## config.mk

```make
export PLATFORM = sky130hd
export DESIGN_NAME = control_sequencer
export DESIGN_NICKNAME = d
export VERILOG_FILES = /design/src/rtl/control_sequencer.sv
export SDC_FILE = /design/constraint.sdc
export NUM_CORES = 1
export LEC_CHECK = 0
export CORE_MARGIN = 3
export CORE_UTILIZATION = 37
export CTS_BUF_LIST = sky130_fd_sc_hd__clkbuf_4
export CTS_CLUSTER_DIAMETER = 200
export CTS_CLUSTER_SIZE = 30
export DETAILED_ROUTE_END_ITERATION = 7
export SLEW_MARGIN = 30
export SYNTH_ARGS = -nofsm -noshare
export SYNTH_HDL_FRONTEND = slang
export SYNTH_SLANG_ARGS = --single-unit
```

## constraint.sdc

```tcl
create_clock -name clk -period 7 [get_ports clk]
set_input_delay 1.05 -clock clk [delete_from_list [all_inputs] [get_ports clk]]
set_output_delay 1.05 -clock clk [all_outputs]
set_load 0.01 [all_outputs]
```

## src/rtl/control_sequencer.sv

```systemverilog
// Multi-cycle FETCH/DECODE/EXEC/WB sequencer for a reduced RV32 core (ADDI, ADD, BNE).
// Owns the PC, fetches over a req/valid handshake, and drives every datapath control.
module control_sequencer #(
    parameter logic [31:0] RESET_PC      = 32'h0000_0000,
    parameter int          ADDRESS_WIDTH = 32,
    parameter int          DATA_WIDTH    = 32
) (
    input  logic                     clk,
    input  logic                     rst,
    output logic                     imem_req,
    output logic [ADDRESS_WIDTH-1:0] imem_addr,
    input  logic                     imem_valid,
    input  logic [DATA_WIDTH-1:0]    imem_rdata,
    output logic [4:0]               rs1,
    output logic [4:0]               rs2,
    output logic [4:0]               rd,
    output logic                     RegWrite,
    output logic                     ALUsrc,
    output logic [2:0]               ALUctrl,
    output logic [DATA_WIDTH-1:0]    ImmOp,
    input  logic                     EQ,
    output logic [ADDRESS_WIDTH-1:0] pc,
    output logic                     retire,
    output logic                     illegal
);

    // Handshake: in FETCH imem_req stays high with imem_addr=pc until a cycle
    // where imem_valid is high; imem_rdata is captured on that same edge.
    typedef enum logic [2:0] {
        S_FETCH  = 3'd0,
        S_DECODE = 3'd1,
        S_EXEC   = 3'd2,
        S_WB     = 3'd3,
        S_HALT   = 3'd4
    } state_e;

    state_e                   state_q, state_d;
    logic [ADDRESS_WIDTH-1:0] pc_q, pc_d;
    logic [31:0]              ir_q, ir_d;
    logic                     illegal_q, illegal_d;
    logic                     eq_q, eq_d;

    logic [6:0]               opcode;
    logic [2:0]               funct3;
    logic [6:0]               funct7;
    logic                     is_addi, is_add, is_bne;
    logic                     decoded_active;
    logic [ADDRESS_WIDTH-1:0] imm_addr;

    assign opcode  = ir_q[6:0];
    assign funct3  = ir_q[14:12];
    assign funct7  = ir_q[31:25];
    assign is_addi = (opcode == 7'b0010011) && (funct3 == 3'b000);
    assign is_add  = (opcode == 7'b0110011) && (funct3 == 3'b000) && (funct7 == 7'b0000000);
    assign is_bne  = (opcode == 7'b1100011) && (funct3 == 3'b001);

    // Branch offset is sign-extended to the address width before the PC add.
    assign imm_addr  = ADDRESS_WIDTH'($signed(ImmOp));
    assign pc        = pc_q;
    assign imem_addr = pc_q;
    assign illegal   = illegal_q;

    always_ff @(posedge clk) begin
        if (rst) begin
            state_q   <= S_FETCH;
            pc_q      <= RESET_PC[ADDRESS_WIDTH-1:0];
            ir_q      <= 32'd0;
            illegal_q <= 1'b0;
            eq_q      <= 1'b0;
        end else begin
            state_q   <= state_d;
            pc_q      <= pc_d;
            ir_q      <= ir_d;
            illegal_q <= illegal_d;
            eq_q      <= eq_d;
        end
    end

    always_comb begin
        state_d        = state_q;
        pc_d           = pc_q;
        ir_d           = ir_q;
        illegal_d      = illegal_q;
        eq_d           = eq_q;
        imem_req       = 1'b0;
        RegWrite       = 1'b0;
        retire         = 1'b0;
        decoded_active = 1'b0;
        rs1            = 5'd0;
        rs2            = 5'd0;
        rd             = 5'd0;
        ALUsrc         = 1'b0;
        ALUctrl        = 3'b000;
        ImmOp          = '0;

        case (state_q)
            S_FETCH: begin
                imem_req = 1'b1;
                if (imem_valid) begin
                    ir_d    = imem_rdata[31:0];
                    state_d = S_DECODE;
                end
            end
            S_DECODE: begin
                decoded_active = 1'b1;
                if (is_addi || is_add || is_bne) begin
                    state_d = S_EXEC;
                end else begin
                    illegal_d = 1'b1;
                    state_d   = S_HALT;
                end
            end
            S_EXEC: begin
                decoded_active = 1'b1;
                eq_d           = EQ;
                state_d        = S_WB;
            end
            S_WB: begin
                decoded_active = 1'b1;
                retire         = 1'b1;
                RegWrite       = (is_addi || is_add) && (ir_q[11:7] != 5'd0);
                state_d        = S_FETCH;
            end
            S_HALT: begin
                state_d = S_HALT;
            end
            default: begin
                state_d = S_HALT;
            end
        endcase

        if (decoded_active) begin
            rs1 = ir_q[19:15];
            rs2 = ir_q[24:20];
            rd  = ir_q[11:7];
            if (is_addi) begin
                ALUsrc = 1'b1;
                ImmOp  = {{(DATA_WIDTH-12){ir_q[31]}}, ir_q[31:20]};
            end else if (is_bne) begin
                ALUctrl = 3'b001;
                ImmOp   = {{(DATA_WIDTH-13){ir_q[31]}}, ir_q[31], ir_q[7],
                           ir_q[30:25], ir_q[11:8], 1'b0};
            end
        end

        // PC update needs ImmOp, so it follows the decode block.
        if (state_q == S_WB) begin
            if (is_bne && !eq_q) pc_d = pc_q + imm_addr;
            else                 pc_d = pc_q + ADDRESS_WIDTH'(4);
        end

        if (rst) begin
            imem_req = 1'b0;
            RegWrite = 1'b0;
            retire   = 1'b0;
        end
    end

endmodule

```

# Word-level counts from Yosys, hierarchy flattened
# Cells that the tools add are included.
# totals
reg_bits,69
input_bits,36
out_inout_bits,119
wordCells,54
# op_classes
addsub,2
eq_ne,8
muxes,22
n_bitwise,1
n_reduce_logical,16
# ops
operator,n
two-way mux 32 bit,4
"adder 32 x 3 -> 32 bit, second input constant",1
adder 32 bit,1
two-way mux 5 bit,3
two-way mux 1 bit,12
one-hot mux 3 bit (4 select lines),1
"equality test 7 x 5 -> 1 bit, second input constant",1
"equality test 7 x 6 -> 1 bit, second input constant",1
"equality test 7 bit, second input constant",1
zero test 7 bit,1
"equality test 3 x 1 -> 1 bit, second input constant",2
"equality test 3 x 2 -> 1 bit, second input constant",2
logical AND 1 bit,6
zero test 3 bit,2
two-way mux 3 bit,2
nonzero test 5 bit,1
AND reduction 2 bit,2
OR reduction 3 bit,1
logical OR 1 bit,2
"!= test 2 bit, second input constant",1
zero test 1 bit,1
inverter 1 bit,1

# Depth between registers and ports, before layout
# depth
word_depth,7
ltp_mapped,14
mapped_depth_nobuf,14

# Least setup slack after synthesis
# No wires, ideal clock.
# synth_timing
path_kind,register to register
startpoint,reg ir_q[2]
endpoint,"reg pc_q[22], in the netlist imem_addr[22]"
setup_time_ns,0.070
t_arrival_ns,4.674
required_ns,6.930
path_slack_ns,2.255
stages_incl_launch_ff,14
n_path_buf,0
period_less_slack_ns,4.745
cell_sequence,dfxtp_1 -> or4_4 -> or2_2 -> nor4_1 -> a22o_1 -> ha_1 -> a21o_1 -> a21o_1 -> a2111o_1 -> a221oi_2 -> a31oi_1 -> o21a_1 -> or4_1 -> a21oi_1
# synth_between
elab_chain_len,7
word_cells_on_any_way,10
classes_between,add/sub: 1; eq/ne: 2; mux: 4; reduce/logical: 3
# synth_lines
element,line_no,source
"start, declared",39,"logic [31:0] ir_q, ir_d;"
"start signal, assigned",73,ir_q <= ir_d;
equality test 7 bit,55,assign is_bne = (opcode == 7'b1100011) && (funct3 == 3'b001);
logical AND 1 bit,55,
two-way mux 32 bit,139,end else if (is_bne) begin
two-way mux 32 bit (*),136,if (is_addi) begin
two-way mux 32 bit (*),132,if (decoded_active) begin
via ImmOp[2],20,"output logic [DATA_WIDTH-1:0] ImmOp,"
adder 32 bit (*),148,if (is_bne && !eq_q) pc_d = pc_q + imm_addr;
two-way mux 32 bit (*),148,
"end signal, assigned",66,pc_q <= RESET_PC[ADDRESS_WIDTH-1:0];
"end signal, assigned",72,pc_q <= pc_d;
"end, declared",38,"logic [ADDRESS_WIDTH-1:0] pc_q, pc_d;"
# Mark *: on every way through the listed nets, which the timed path passes. The rest lies on a longest branch.
# A chain may end at the register's enable or synchronous reset.

# Worst setup path in the final report
# layout_timing
startpoint,reg ir_q[2]
endpoint,"reg pc_q[22], in the netlist imem_addr[22]"
# layout_between
elab_chain_len,7
word_cells_on_any_way,10
classes_between,add/sub: 1; eq/ne: 2; mux: 4; reduce/logical: 3
# layout_lines
element,line_no
equality test 7 bit,55
logical AND 1 bit,55
two-way mux 32 bit,139
two-way mux 32 bit,136
two-way mux 32 bit,132
adder 32 bit,148
two-way mux 32 bit (*),148
# Every way passes the cells marked *; elsewhere a longest branch is shown, timed or not.

==> impl_metrics.csv <==
group,metric,value,unit
setup_path,start_kind,"flip-flop",
setup_path,crit_end,"imem_addr[22]",
setup_path,critPathRequiredTime,7.40,ns
detailed_routing,drc,0,
finish,nets,860,
sta,rsz0062_at_grt,"false",
floorplan,die_w,128,um
clock_tree,cts_buffers,9,
yosys,synthTopCellsByArea,"dfxtp_1, buf_4, nand2_1",
detailed_routing,drt-met1-wl,7870,um
setup_path,rr_startpoint,"ir_q[2]",
sta,hold_violations,0,
detailed_routing,wl_met3,1410,um
setup_path,crit_chain,"or4_4 > or2_2 > nor4_2 > a22o_1 > ha_1 > a21o_1 > a21o_1 > a2111o_1 > a221oi_2 > a31oi_1 > o21a_1 > or4_1 > a21oi_1",
sta,finalMaxSlewViolations,0,
yosys,yosys.area.top_type_share,25.1,%
detailed_routing,drtPass1Iterations,6,
grt,grt_max_degree,48,
place,portBuffers,152,
yosys,synth_commonest_cells,"nand2_1, dfxtp_1, a21oi_1",
clock_tree,htree_num_levels,3,
setup_path,endpoint_kind,"flip-flop",
detailed_routing,drt_iter0_markers,381,
finish,antenna_cells,0,
clock_tree,cts.path.max_buffers,2,
detailed_routing,ant_nets,0,
floorplan,rows,43,
grt,grt_pass1_wl,28700,um
setup_path,r2r_slack,2.14,ns
finish,ff_latch_area,0.00138,mm2
setup_path,crit_slowest_cell,"a221oi_2",
yosys,synth_top_cell_by_area,"dfxtp_1",
sta,relSlewSlack,41.6,%
yosys,yosysWarningCount,0,
sta,fin_crit_sh,69.4,%
run,drv_cap,0,
clock_tree,clk_transition_reported_paths,0.12,ns
setup_path,cp_max_fo,7,
floorplan,start_util,38.8,%
floorplan,die_area,0.0164,mm2
status,outcome,"complete, no violations",
detailed_routing,routed_wirelength,18300,um
finish,utilization,47.1,%
detailed_routing,vias,5689,
finish,multi_input_area,0.00337,mm2
sta,setup_tns,0,ns
clock_tree,cts_root_buf,"clkbuf_4",
sta,clock_skew,0.0170,ns
clock_tree,clock_latency,0.48,ns
hold_path,hold_path.class,"flip-flop to flip-flop",
sta,setup_viol,0,
yosys,synth_cell_types,84,
setup_path,worstReg2RegEnd,"imem_addr[22]",
detailed_routing,wl_met2,8630,um
yosys,avgSynthCellArea,7.42,um2
setup_path,critPathKind,"flip-flop to flip-flop",
yosys,ys_seq_area_share,25.1,%
yosys,synthArstFlopShare,0,%
detailed_routing,highest_layer,"met4",
yosys,yosysMostFrequentCell,"nand2_1",
finish,drive_above_1_share,6.38,%
sta,worst_pin_slew,0.872,ns
setup_path,max_stage_delay,0.64,ns
clock_tree,cts_sinks,69,
setup_path,arrival,5.26,ns
clock_tree,postCtsSetupRepairBufs,0,
sta,fmax,206,MHz
floorplan,die_y,128,um
grt,track_usage,21.9,%
sta,post-route-min-period,4.86,ns
grt,overflow,0,
grt,grt_pass1_vias,5401,
pwr,leakage,2.30,nW
place,gp_congestion,0.937,
pwr,vdd_drop_max,0.0984,mV
setup_path,crit_path_frequent_cell,"a21o_1",
setup_path,rr_worst_depth,13,
yosys,synth_cells,742,
clock_tree,cts_tree,"built",
yosys,synth_edf_count,0,
clock_tree,cts_resized,0,
finish,nFillCells,1442,
yosys,synth_flop_cell,"dfxtp_1",
yosys,synth-seq-cells,69,
floorplan,core-area,0.0142,mm2
detailed_routing,wl_per_cell,18.4,um
sta,hold_ws,0.460,ns
pwr,power_density,112,mW/mm2
detailed_routing,viasPerCell,5.72,
clock_tree,ctsHoldBuffers,0,
finish,syn2layout_area_growth,21.6,%
grt,antenna_found_initial,0,
setup_path,crit_start,"ir_q[2]",
floorplan,boundaryPins,155,
place,post-dp-hpwl,13300,um
yosys,synthesis.area,0.00551,mm2
[worst min path at each step]
stage                     startpoint        to  slack (ns)  cells after the start
final                       ir_q[18]  ir_q[18]        0.46                      2
after global routing        ir_q[18]  ir_q[18]        0.47                      2
after CTS                   ir_q[18]  ir_q[18]        0.46                      2
after detailed placement    ir_q[18]  ir_q[18]        0.44                      2
after global placement      ir_q[16]  ir_q[16]        0.44                      2
after floorplan             ir_q[15]  ir_q[15]        0.43                      2
[state kept, by name, indices dropped and copies added (netlist names)]
register and count:
ir_q 32, eq_q 1, state_q 3, imem_addr 32, illegal 1
[kinds of logic after synthesis]
family	Yosys count	share of synthesized area, %
muxes	13	2.48
other	1	0.0681
adders and majority gates	14	3.32
and+or+nand+nor	333	30.1
AOI/OAI and AO/OA	187	22.7
buffers and inverters	111	14.0
xor gates and xnor gates	14	2.23
DFF	69	25.1
[cell type report]
type,instances,area share (%)
Multi-Input combinational cell,563,50.4
Timing Repair Buffer,158,23.3
Sequential cell,69,20.6
Tap cell,180,3.36
Clock buffer,9,1.01
Clock inverter,7,0.747
Inverter,9,0.579
[per-layer routing]
metal	GRT usage [%]	vias to the layer above
met2	36.0	244
met5	0	-
met3	6.33	33
li1	-	2754
met4	7.43	0
met1	27.6	2658
[power breakdown]
| group | switching, mW | leakage, nW | internal (mW) | total [mW] |
|---|---|---|---|---|
| clock | 0.167 | 0.0604 | 0.0736 | 0.241 |
| sequential | 0.0156 | 0.561 | 0.407 | 0.423 |
| combinational | 0.0453 | 1.68 | 0.0434 | 0.0887 |
| total | 0.228 | 2.30 | 0.524 | 0.752 |
[per-stage QoR]
stage	cell area, um2	instances	power [mW]	setup slack [ns]
floorplan	5510	743	0.483	2.26
global placement	6570	979	0.519	2.03
detailed placement	6570	979	0.521	1.92
CTS	6690	995	0.767	1.85
global route	6700	995	0.790	1.83
finish	6700	995	0.752	2.14
[cells in the final DEF, fill, tap and decap left out, drive strengths merged, types with 5 or more instances in the layout]
cell / instances
clkdlybuf4s50: 151
nand2: 106
dfxtp: 69
a21oi: 68
nor2: 64
o21ai: 34
nand3: 30
and2: 24
nor3: 19
nor4: 17
and3: 16
or3: 15
ha: 13
a211oi: 12
xnor2: 11
a31oi: 10
inv: 10
clkbuf: 9
mux2i: 8
or4: 8
nand4: 7
buf: 7
o22ai: 6
a22o: 5
mux2: 5
a21o: 5
a221oi: 5
[critical path, delay by kind of cell (launching register included)]
kind | cells | cell delay, ns
DFF | 1 | 0.34
AOI/OAI and AO/OA | 8 | 2.29
and+or+nand+nor | 4 | 1.88
adders and majority gates | 1 | 0.28
(Power assumes the default switching activity.)
